==> config.mk <==
export PLATFORM = sky130hd
export DESIGN_NAME = div_multicycle_flat
export DESIGN_NICKNAME = d
export VERILOG_FILES = /design/src/rtl/div_if.sv /design/src/rtl/div_multicycle.sv /design/src/flat_wrapper.sv
export SDC_FILE = /design/constraint.sdc
export NUM_CORES = 1
export LEC_CHECK = 0
export ABC_AREA = 1
export ABC_CLOCK_PERIOD_IN_PS = 3700
export BUFFER_PORTS_ARGS = -buffer_cell sky130_fd_sc_hd__clkbuf_2
export CORE_MARGIN = 1.5
export CORE_UTILIZATION = 55
export DETAILED_ROUTE_END_ITERATION = 12
export MAX_ROUTING_LAYER = met4
export PLACE_DENSITY = 0.76
export SLEW_MARGIN = 20
export SYNTH_ARGS = -nofsm -noshare
export SYNTH_HDL_FRONTEND = slang
export SYNTH_SLANG_ARGS = --single-unit
==> constraint.sdc <==
create_clock -name clk -period 3.7 [get_ports clk]
set_input_delay 0.555 -clock clk [delete_from_list [all_inputs] [get_ports clk]]
set_output_delay 0.555 -clock clk [all_outputs]
set_load 0.02 [all_outputs]
==> src/rtl/div_if.sv <==
// -----------------------------------------------------------------------------
// div_if
//   Request/response bundle between the EX stage and the multi-cycle divider.
//
//   Signals (from the EX stage / master point of view):
//     start       out  request a divide (sampled by the divider only when idle)
//     signed_div  out  1 = DIV (two's complement), 0 = DIVU
//     opdata1     out  dividend (rs)
//     opdata2     out  divisor  (rt)
//     annul       out  flush request, aborts any operation in flight
//     result_lo   in   quotient  (to LO), valid only while done=1
//     result_hi   in   remainder (to HI), valid only while done=1
//     done        in   one-cycle pulse, results valid
//     stall_div   in   combinational pipeline stall request
// -----------------------------------------------------------------------------
interface div_if #(
  parameter int WIDTH = 32
);
  logic             start;
  logic             signed_div;
  logic [WIDTH-1:0] opdata1;
  logic [WIDTH-1:0] opdata2;
  logic             annul;
  logic [WIDTH-1:0] result_lo;
  logic [WIDTH-1:0] result_hi;
  logic             done;
  logic             stall_div;

  // EX stage side: issues requests, consumes results.
  modport master (
    output start, signed_div, opdata1, opdata2, annul,
    input  result_lo, result_hi, done, stall_div
  );

  // Divider side.
  modport slave (
    input  start, signed_div, opdata1, opdata2, annul,
    output result_lo, result_hi, done, stall_div
  );
endinterface

==> src/rtl/div_multicycle.sv <==
// -----------------------------------------------------------------------------
// div_multicycle
//   Radix-2 restoring divider for the EX stage. One quotient bit is produced
//   per clock, so a divide takes WIDTH iterations. Signed divides are done on
//   magnitudes and the signs are fixed up when the last iteration completes,
//   so the result registers already hold final values in the DONE cycle.
//
//   Ports:
//     clk   in   rising-edge clock
//     rst   in   synchronous, active-high reset (priority over everything)
//     bus   div_if.slave
//             start/signed_div/opdata1/opdata2 latched when accepted in IDLE
//             annul forces IDLE at the next edge, suppresses done immediately
//             result_lo/result_hi registered quotient/remainder
//             done one-cycle pulse, stall_div combinational stall request
//
//   Timing: start accepted in cycle 0, done in cycle WIDTH+1.
//           Divide by zero skips iteration and signals done in cycle 1 with
//           quotient = all ones and remainder = the untouched dividend.
// -----------------------------------------------------------------------------
module div_multicycle #(
  parameter int WIDTH = 32
) (
  input  logic  clk,
  input  logic  rst,
  div_if.slave  bus
);

  localparam int CNT_W = $clog2(WIDTH + 1);
  localparam logic [CNT_W-1:0] LAST_ITER = CNT_W'(WIDTH - 1);

  typedef enum logic [1:0] {
    IDLE = 2'd0,
    BUSY = 2'd1,
    DONE = 2'd2
  } state_t;

  state_t           state_reg;
  state_t           state_next;

  // Iteration state: remainder accumulator, dividend/quotient shift register,
  // divisor magnitude and iteration counter.
  logic [WIDTH-1:0] rem_reg;
  logic [WIDTH-1:0] quo_reg;
  logic [WIDTH-1:0] divisor_reg;
  logic [CNT_W-1:0] cnt_reg;
  logic             neg_q_reg;
  logic             neg_r_reg;

  // Final results, held until overwritten by the next completed divide.
  logic [WIDTH-1:0] result_lo_reg;
  logic [WIDTH-1:0] result_hi_reg;

  // ---------------------------------------------------------------------------
  // Request decode
  // ---------------------------------------------------------------------------
  logic             accept;
  logic             div_zero;
  logic             op1_neg;
  logic             op2_neg;
  logic [WIDTH-1:0] op1_abs;
  logic [WIDTH-1:0] op2_abs;

  assign accept   = bus.start && !bus.annul;
  assign div_zero = (bus.opdata2 == '0);

  // Only a signed request treats the MSB as a sign. The magnitude of the most
  // negative value negates to itself, which read as unsigned is exactly
  // 2^(WIDTH-1), so no special case is needed.
  assign op1_neg  = bus.signed_div && bus.opdata1[WIDTH-1];
  assign op2_neg  = bus.signed_div && bus.opdata2[WIDTH-1];
  assign op1_abs  = op1_neg ? (-bus.opdata1) : bus.opdata1;
  assign op2_abs  = op2_neg ? (-bus.opdata2) : bus.opdata2;

  // ---------------------------------------------------------------------------
  // One restoring iteration
  // ---------------------------------------------------------------------------
  // Shift {rem, quo} left by one and trial-subtract the divisor from the upper
  // WIDTH+1 bits. The extra bit is needed because the shifted remainder can
  // reach 2*divisor-1, which may not fit in WIDTH bits.
  logic [WIDTH:0]   partial;
  logic [WIDTH:0]   trial;
  logic             q_bit;
  logic [WIDTH-1:0] rem_step;
  logic [WIDTH-1:0] quo_step;
  logic [WIDTH-1:0] quo_fixed;
  logic [WIDTH-1:0] rem_fixed;

  assign partial  = {rem_reg, quo_reg[WIDTH-1]};
  assign trial    = partial - {1'b0, divisor_reg};
  assign q_bit    = ~trial[WIDTH];
  // On a non-negative trial the difference is below the divisor and fits in
  // WIDTH bits; on a negative trial the partial itself is below the divisor.
  assign rem_step = q_bit ? trial[WIDTH-1:0] : partial[WIDTH-1:0];
  assign quo_step = {quo_reg[WIDTH-2:0], q_bit};

  // Sign fix-up applied to the values produced by the last iteration.
  // Negating a zero remainder yields zero, so a zero remainder never turns
  // into a "negative zero".
  assign quo_fixed = neg_q_reg ? (-quo_step) : quo_step;
  assign rem_fixed = neg_r_reg ? (-rem_step) : rem_step;

  // ---------------------------------------------------------------------------
  // FSM: state register
  // ---------------------------------------------------------------------------
  always_ff @(posedge clk) begin
    if (rst) begin
      state_reg <= IDLE;
    end else begin
      state_reg <= state_next;
    end
  end

  // ---------------------------------------------------------------------------
  // FSM: next-state logic
  // ---------------------------------------------------------------------------
  always_comb begin
    state_next = state_reg;
    if (bus.annul) begin
      // Flush wins over any start and over completion.
      state_next = IDLE;
    end else begin
      unique case (state_reg)
        IDLE: begin
          if (bus.start) begin
            state_next = div_zero ? DONE : BUSY;
          end
        end
        BUSY: begin
          if (cnt_reg == LAST_ITER) begin
            state_next = DONE;
          end
        end
        DONE: begin
          state_next = IDLE;
        end
        default: begin
          state_next = IDLE;
        end
      endcase
    end
  end

  // ---------------------------------------------------------------------------
  // FSM: outputs
  // ---------------------------------------------------------------------------
  // The stall drops in the DONE cycle so the EX/MEM register can capture the
  // results while done is high. An annul in DONE kills the pulse that cycle.
  always_comb begin
    bus.done      = 1'b0;
    bus.stall_div = 1'b0;
    unique case (state_reg)
      IDLE: begin
        bus.stall_div = accept;
      end
      BUSY: begin
        bus.stall_div = 1'b1;
      end
      DONE: begin
        bus.done = !bus.annul;
      end
      default: begin
        bus.done      = 1'b0;
        bus.stall_div = 1'b0;
      end
    endcase
  end

  assign bus.result_lo = result_lo_reg;
  assign bus.result_hi = result_hi_reg;

  // ---------------------------------------------------------------------------
  // Datapath registers
  // ---------------------------------------------------------------------------
  always_ff @(posedge clk) begin
    if (rst) begin
      rem_reg       <= '0;
      quo_reg       <= '0;
      divisor_reg   <= '0;
      cnt_reg       <= '0;
      neg_q_reg     <= 1'b0;
      neg_r_reg     <= 1'b0;
      result_lo_reg <= '0;
      result_hi_reg <= '0;
    end else begin
      unique case (state_reg)
        IDLE: begin
          if (accept) begin
            if (div_zero) begin
              // Defined divide-by-zero result; the dividend is passed through
              // as given, without taking its magnitude.
              result_lo_reg <= '1;
              result_hi_reg <= bus.opdata1;
            end else begin
              rem_reg     <= '0;
              quo_reg     <= op1_abs;
              divisor_reg <= op2_abs;
              neg_q_reg   <= op1_neg ^ op2_neg;
              neg_r_reg   <= op1_neg;
              cnt_reg     <= '0;
            end
          end
        end
        BUSY: begin
          // An annulled iteration is simply dropped; the state register
          // returns to IDLE and the result registers keep their old value.
          if (!bus.annul) begin
            rem_reg <= rem_step;
            quo_reg <= quo_step;
            cnt_reg <= cnt_reg + 1'b1;
            if (cnt_reg == LAST_ITER) begin
              result_lo_reg <= quo_fixed;
              result_hi_reg <= rem_fixed;
            end
          end
        end
        default: begin
          // DONE: results are held for the consumer.
        end
      endcase
    end
  end

  // ---------------------------------------------------------------------------
  // Protocol properties
  // ---------------------------------------------------------------------------
  // done is never high in two consecutive cycles.
  assert property (@(posedge clk) disable iff (rst) bus.done |=> !bus.done);

  // The pipeline is never stalled while results are being handed over.
  assert property (@(posedge clk) disable iff (rst) !(bus.done && bus.stall_div));

endmodule

==> src/flat_wrapper.sv <==
// flat-port wrapper written by rule: the top's interface ports become plain ports
module div_multicycle_flat 
#(
  parameter int WIDTH = 32
)
  (clk, rst, bus_start, bus_signed_div, bus_opdata1, bus_opdata2, bus_annul, bus_result_lo, bus_result_hi, bus_done, bus_stall_div);
  div_if #(.WIDTH(WIDTH)) bus_i ();
  input  logic clk;
  input  logic rst;
  input wire logic [$bits(bus_i.start)-1:0] bus_start;
  input wire logic [$bits(bus_i.signed_div)-1:0] bus_signed_div;
  input wire logic [$bits(bus_i.opdata1)-1:0] bus_opdata1;
  input wire logic [$bits(bus_i.opdata2)-1:0] bus_opdata2;
  input wire logic [$bits(bus_i.annul)-1:0] bus_annul;
  output wire logic [$bits(bus_i.result_lo)-1:0] bus_result_lo;
  output wire logic [$bits(bus_i.result_hi)-1:0] bus_result_hi;
  output wire logic [$bits(bus_i.done)-1:0] bus_done;
  output wire logic [$bits(bus_i.stall_div)-1:0] bus_stall_div;
  assign bus_i.start = bus_start;
  assign bus_i.signed_div = bus_signed_div;
  assign bus_i.opdata1 = bus_opdata1;
  assign bus_i.opdata2 = bus_opdata2;
  assign bus_i.annul = bus_annul;
  assign bus_result_lo = bus_i.result_lo;
  assign bus_result_hi = bus_i.result_hi;
  assign bus_done = bus_i.done;
  assign bus_stall_div = bus_i.stall_div;
  div_multicycle #(.WIDTH(WIDTH)) u_core (.clk(clk), .rst(rst), .bus(bus_i));
endmodule
==> out/qor.txt, run 1 <==
Combinational share of power -> 0.276
Min Tclk post-route -> 3.64 ns
Sw Ratio -> 0.365
Placed Cells -> 2721
Total clock sinks -> 170
First-pass GRT wire length -> 72.2 mm
R2R Path End -> u_core.bus.result_lo[30]
# H-tree levels -> 4
FFs w/ async S/R, synth -> 0
Final worst clock skew -> 0.0167 ns
Die Ht -> 159 um
Die ar. -> 0.0253 mm^2
Detail Route Antenna Nets -> 0
Largest net degree at the start of global routing -> 92
Initial antenna violation count -> 1
Yosys warns -> 0
Fill cell count -> 2335
Footprint of the multi-input gates -> 0.00865 mm^2
I/O Pins -> 135
Netlist Area Pre-Place -> 0.0134 mm^2
Pre-CTS WS -> -0.170 ns
Post-DP HPWL -> 35.6 mm
Core area -> 0.0237 mm^2
Fin nets -> 2538
WL final -> 46.5 mm
Fin cells -> 2764
Psw -> 1.93 mW
Setup crit end -> u_core.bus.result_lo[30]
DR DRC count -> 0
Fin. Hold Viols -> 0
Critical Path End Type -> flip-flop
Port buffer count -> 134
Max cap viols -> 0
PwrDens -> 341 mW/mm^2
Clock network fraction of total power -> 0.352
Tot Pwr -> 5.30 mW
Clk Latency, worst-skew pair -> 0.44 ns
Outcome -> completed
Vias in the first global route -> 13500
Worst vdd ir -> 0.318 mV
Clk slew on worst S/H paths -> 0.08 ns
Final worst slack -> 0.0568 ns
Syn Nets -> 2391
Seq/Total Area, Yosys -> 0.254
Worst R2R Start -> u_core.divisor_reg[25]
Syn Area/Cell -> 5.86 um^2
Rows -> 56
Required time worst endpoint -> 4.07 ns
CP Max Fanout -> 4
Static leakage -> 7.90 nW
Routed WL per cell -> 16.8 um
Die X -> 159 um
Post-synth top area cell -> dfxtp_1
Layout area overhead -> 16.2%
Effective utilization at floorplan -> 0.565
Clock root buffer -> clkbuf_16
Post-Synthesis Cells -> 2284
Tcrit/Tclk final -> 0.985
Max Root-Sink Buffers -> 2
CTS buffer count -> 17
RSZ-0062 raised after global routing -> true
Grt ovf -> 0
Register-to-register setup slack -> 0.06 ns
Worst-case reg-to-reg path depth -> 25
Top-count cell post-synth -> nand2_1
Post-synth cell types -> 57
Layout cell share with drive strength beyond 1 -> 0.150
Slew margin rel. -> 0.285
Pint -> 3.37 mW
Worst-Margin Slew -> 1.07 ns
Post-synth EDFFs -> 0
Post-synth top area share -> 0.254
TritonRoute pass-1 iters -> 6
Top post-synthesis cells by area -> dfxtp_1 25%, nand2_1 20%, inv_1 8.2%
CP Launch Point -> u_core.divisor_reg[25]
Placer Congestion -> 0.969
Flops & latches, synth -> 170
Initial drt markers -> 1863
Max Slew Vio Count -> 0
Reg power frac -> 0.372
Crit start category -> flip-flop
Global-route usage over all layers -> 0.369
Max frequency -> 274 MHz
Final setup fails -> 0
Via density -> 5.58
CTS tree -> done
Critical path class -> flip-flop to flip-flop
Commonest cells post-synth -> 704 x nand2_1, 293 x inv_1, 193 x nor2_1, 189 x o21ai_0, 188 x a21oi_1
CP arrival -> 4.01 ns
Register cell area after layout -> 0.00341 mm^2
DR vias -> 15400
HP Class -> input port to flip-flop
Ys flop type -> dfxtp_1
-- how the worst min path moves through the flow --
stage / from / to / slack (ns) / cells past startpoint
after detailed placement: u_core.divisor_reg[26] / u_core.divisor_reg[26] / 0.46 / 2
after global routing: bus_start / u_core.state_reg[0] / 0.41 / 3
after global placement: u_core.divisor_reg[23] / u_core.divisor_reg[23] / 0.45 / 2
final: bus_start / u_core.state_reg[0] / 0.39 / 3
after CTS: bus_start / u_core.state_reg[0] / 0.38 / 3
after floorplan: u_core.divisor_reg[13] / u_core.divisor_reg[13] / 0.43 / 2
-- area by class of cell --
cell class / count / share of cell area
clock inverters: 13 / 0.0101
clock buffers: 19 / 0.0285
well taps: 319 / 0.0257
inverters: 299 / 0.0725
flip-flops and latches: 170 / 0.219
multi-input cells: 1725 / 0.556
diodes: 1 / 0.000161
repair buffers: 218 / 0.0880
-- through the flow --
stage | instance area, um^2 | util | setup TNS, ns | hold slack, ns
after floorplan | 13400 | - | 0 | 0.432
after global placement | 14700 | 0.619 | -0.0206 | 0.447
after detailed placement | 14700 | 0.619 | -0.324 | 0.455
after CTS | 15300 | 0.645 | 0 | 0.382
after global routing | 15600 | 0.657 | -0.463 | 0.410
final | 15600 | 0.657 | 0 | 0.389
-- logic make-up after synthesis --
family,synth area share
AND/OR/NAND/NOR,0.377
AO/OA/AOI/OAI,0.180
buffers and inverters,0.115
flip-flops,0.254
XOR/XNOR,0.0367
adder cells (fa/ha/maj),0.0361
multiplexers,0.000748
-- worst max-delay path, cell delays in order, from the launching register on --
cell and delay (ns):
dfxtp_1 0.35, inv_1 0.05, ha_1 0.31, nand2_1 0.08, nor2_1 0.14, nand2_1 0.14
inv_1 0.13, a21oi_4 0.09, buf_4 0.15, nand2_4 0.10, nand2_8 0.07, nand2_8 0.09
ha_4 0.13, inv_4 0.04, nor3_4 0.19, nand3_2 0.14, nor3_4 0.24, nand3_2 0.17
nand2_2 0.13, inv_2 0.05, nor2_4 0.13, o21ai_4 0.08, a21oi_2 0.15, o21ai_1 0.09
xor2_1 0.19, a21oi_1 0.14
-- repair_timing --
| item | in CTS | in global routing |
|---|---|---|
| endpoints found under the setup margin | 3 | 27 |
| gates cloned | 0 | 1 |
| gates resized for setup | 3 | 40 |
| setup buffers | 1 | 8 |
| pin swaps | 1 | 18 |
| hold buffers | 0 | 0 |
-- power groups by stage --
| stage | Sequential (mW) | Combinational, mW | Clock, mW |
|---|---|---|---|
| finish | 1.97 | 1.46 | 1.87 |
| global route | 1.98 | 1.61 | 1.96 |
| detailed placement | 2.01 | 1.38 | 0 |
| CTS | 1.97 | 1.39 | 1.88 |
| floorplan | 2.01 | 0.903 | 0 |
| global placement | 2.01 | 1.36 | 0 |
-- per-layer routing --
| metal | up-vias | wire, um | GRT usage |
|---|---|---|---|
| li1 | 7651 | - | - |
| met1 | 6963 | 20700 | 0.513 |
| met2 | 732 | 20500 | 0.566 |
| met3 | 68 | 4130 | 0.0451 |
| met4 | 0 | 1090 | 0.0978 |
| met5 | - | 0 | - |
-- placed cells by master (no fill, tap or decap), drive strengths merged, types with 3 or more instances in the layout --
master    count
dfxtp       170
or2           6
a21oi       191
nand3b        5
xnor2        14
clkbuf      154
o211ai        9
clkinv        6
nand2       747
nor2        207
o31ai         3
nand3       144
inv         302
nor4         11
o21ai       195
buf          83
a211oi       13
ha           37
nor3         33
clkinvlp      3
a31oi        23
nand4        23
xor2         42
No activity file was read; power rests on OpenSTA's default activity.
==> run 2: changes to the inputs <==
--- a/config.mk
+++ b/config.mk
@@ -11,7 +11,6 @@
 export CORE_MARGIN = 1.5
 export CORE_UTILIZATION = 55
 export DETAILED_ROUTE_END_ITERATION = 12
-export MAX_ROUTING_LAYER = met4
 export PLACE_DENSITY = 0.76
 export SLEW_MARGIN = 20
 export SYNTH_ARGS = -nofsm -noshare
==> run 2 against run 1 <==
  * Total power is 0.37% lower
  * Worst setup slack better by 0.023 ns
  * Final area increased by 0.41%
  * Register-to-register slack improved by 0.02 ns
  * Non-clock buffer count up 1
  * Largest power group unchanged
  * Routed wire length increased by 0.54%
  * Count of clock-buffer cells in the layout down 2
  * Clock power is 2% lower
  * Final cell count stayed put
  * Worst hold slack improved by 0.0027 ns
  * Sequential cell count is the same
  * Fmax is 0.62% higher
==> out/qor.txt, run 2 (same netlist as run 1, synthesis figures left out) <==
Total clock sinks -> 170
Commonest non-fill, non-tap cell in the layout -> nand2_1
# H-tree levels -> 4
# diodes -> 0
Pint -> 3.35 mW
Final setup fails -> 0
Core area -> 0.0237 mm^2
Placed cell area -> 0.0147 mm^2
Clock network fraction of total power -> 0.347
Sw Ratio -> 0.366
CTS buffer count -> 17
Finished Cell Area -> 0.0156 mm^2
Max cap viols -> 0
Largest net degree at the start of global routing -> 75
Psw -> 1.93 mW
Min Tclk post-route -> 3.62 ns
Fin cells -> 2764
Final core area utilization -> 0.659
Max layer used -> met4
Critical path class -> flip-flop to flip-flop
Via density -> 5.57
Pre-CTS WS -> -0.157 ns
DRT met1 WL -> 20.8 mm
Port buffer count -> 134
Combinational share of power -> 0.280
Max Slew Vio Count -> 0
PwrDens -> 338 mW/mm^2
Effective utilization at floorplan -> 0.565
Static leakage -> 7.89 nW
Routed WL per cell -> 16.9 um
Post-DP HPWL -> 35.6 mm
Rows -> 56
Crit start category -> flip-flop
Tcrit/Tclk final -> 0.979
WL final -> 46.7 mm
Worst vdd ir -> 0.262 mV
Initial drt markers -> 1506
Placed Cells -> 2724
Worst-Margin Slew -> 0.805 ns
RSZ-0062 raised after global routing -> true
Max frequency -> 276 MHz
Final worst slack -> 0.0794 ns
Global-route usage over all layers -> 0.361
Critical Path End Type -> flip-flop
Die Ht -> 159 um
Required time worst endpoint -> 4.07 ns
Clk Latency, worst-skew pair -> 0.44 ns
Detail Route Antenna Nets -> 0
Met3 WL post-DR -> 4.22 mm
HP Class -> input port to flip-flop
Tot Pwr -> 5.28 mW
Clock root buffer -> clkbuf_16
Layout cell share with drive strength beyond 1 -> 0.153
Initial antenna violation count -> 1
First-pass GRT wire length -> 73.2 mm
DR DRC count -> 0
Placer Congestion -> 0.968
Die X -> 159 um
Fin Hold WS -> 0.391 ns
Layout area overhead -> 16.7%
Most frequent cells in the layout -> 698 x nand2_1, 286 x inv_1, 187 x nor2_1, 187 x o21ai_0, 185 x a21oi_1
Slew margin rel. -> 0.464
Outcome -> completed
CP arrival -> 3.99 ns
Fin nets -> 2540
Die ar. -> 0.0253 mm^2
I/O Pins -> 135
CTS tree -> done
CP Max Fanout -> 24
Fin. Hold Viols -> 0
Final worst clock skew -> 0.0156 ns
Grt ovf -> 0
Vias in the first global route -> 14000
Clk slew on worst S/H paths -> 0.07 ns
WL met2 -> 20.6 mm
Fill cell count -> 2382
Reg power frac -> 0.372
DR vias -> 15400
Hold_buf cts -> 0
Final setup TNS -> 0 ns
TritonRoute pass-1 iters -> 6
Max Root-Sink Buffers -> 2
-- run 2: what timing repair did --
action                     CTS  global route
gates resized for setup      3            46
pin swaps                    1            19
setup endpoints to repair    2            18
setup buffers                0             8
cloned                       0             1
-- run 2: final timing paths --
kind                                                from                  endpoint  slack [ns]  depth (start not counted)
worst min register to register  u_core.bus.result_lo[15]  u_core.bus.result_lo[15]        0.47                          2
worst max register to register        u_core.quo_reg[31]  u_core.bus.result_hi[26]        0.08                         25
worst max-delay path                  u_core.quo_reg[31]  u_core.bus.result_hi[26]        0.08                         25
worst min-delay path                           bus_start       u_core.state_reg[0]        0.39                          3
-- run 2: layer usage --
metal,vias to the layer above,GRT usage
li1,7647,-
met2,698,0.570
met3,71,0.0659
met5,-,0
met1,6976,0.501
met4,0,0.111
-- run 2: critical path, stage by stage, from the launching register on --
cell	delay, ns
dfxtp_2	0.33
inv_2	0.07
ha_4	0.12
inv_2	0.04
fa_2	0.39
nand2_2	0.10
nand2_2	0.06
nand3_2	0.08
nand2_2	0.06
nand2_2	0.10
nand2_4	0.06
nand2_4	0.10
nand3_4	0.11
nand2_8	0.10
buf_4	0.29
nand2_1	0.13
nand2_2	0.12
ha_1	0.20
nand3_2	0.17
inv_1	0.13
nand3_1	0.12
nand2_2	0.14
nand3_1	0.09
nand2_1	0.06
nand3_1	0.19
a21oi_2	0.20
-- run 2: cell type report --
type	instances	area, um^2	share of cell area
Multi-Input combinational cell	1726	8750	0.560
Sequential cell	170	3410	0.218
Timing Repair Buffer	219	1350	0.0867
Inverter	299	1120	0.0719
Clock buffer	17	425	0.0272
Tap cell	319	399	0.0256
Clock inverter	14	160	0.0103
-- run 2: power groups by stage --
| stage | clock network [mW] | logic, mW | registers, mW |
|---|---|---|---|
| 2_1_floorplan | 0 | 0.903 | 2.01 |
| 3_3_place_gp | 0 | 1.37 | 2.00 |
| 3_5_place_dp | 0 | 1.38 | 2.00 |
| 4_1_cts | 1.85 | 1.39 | 1.96 |
| 5_1_grt | 1.92 | 1.64 | 1.97 |
| 6_report | 1.83 | 1.48 | 1.97 |
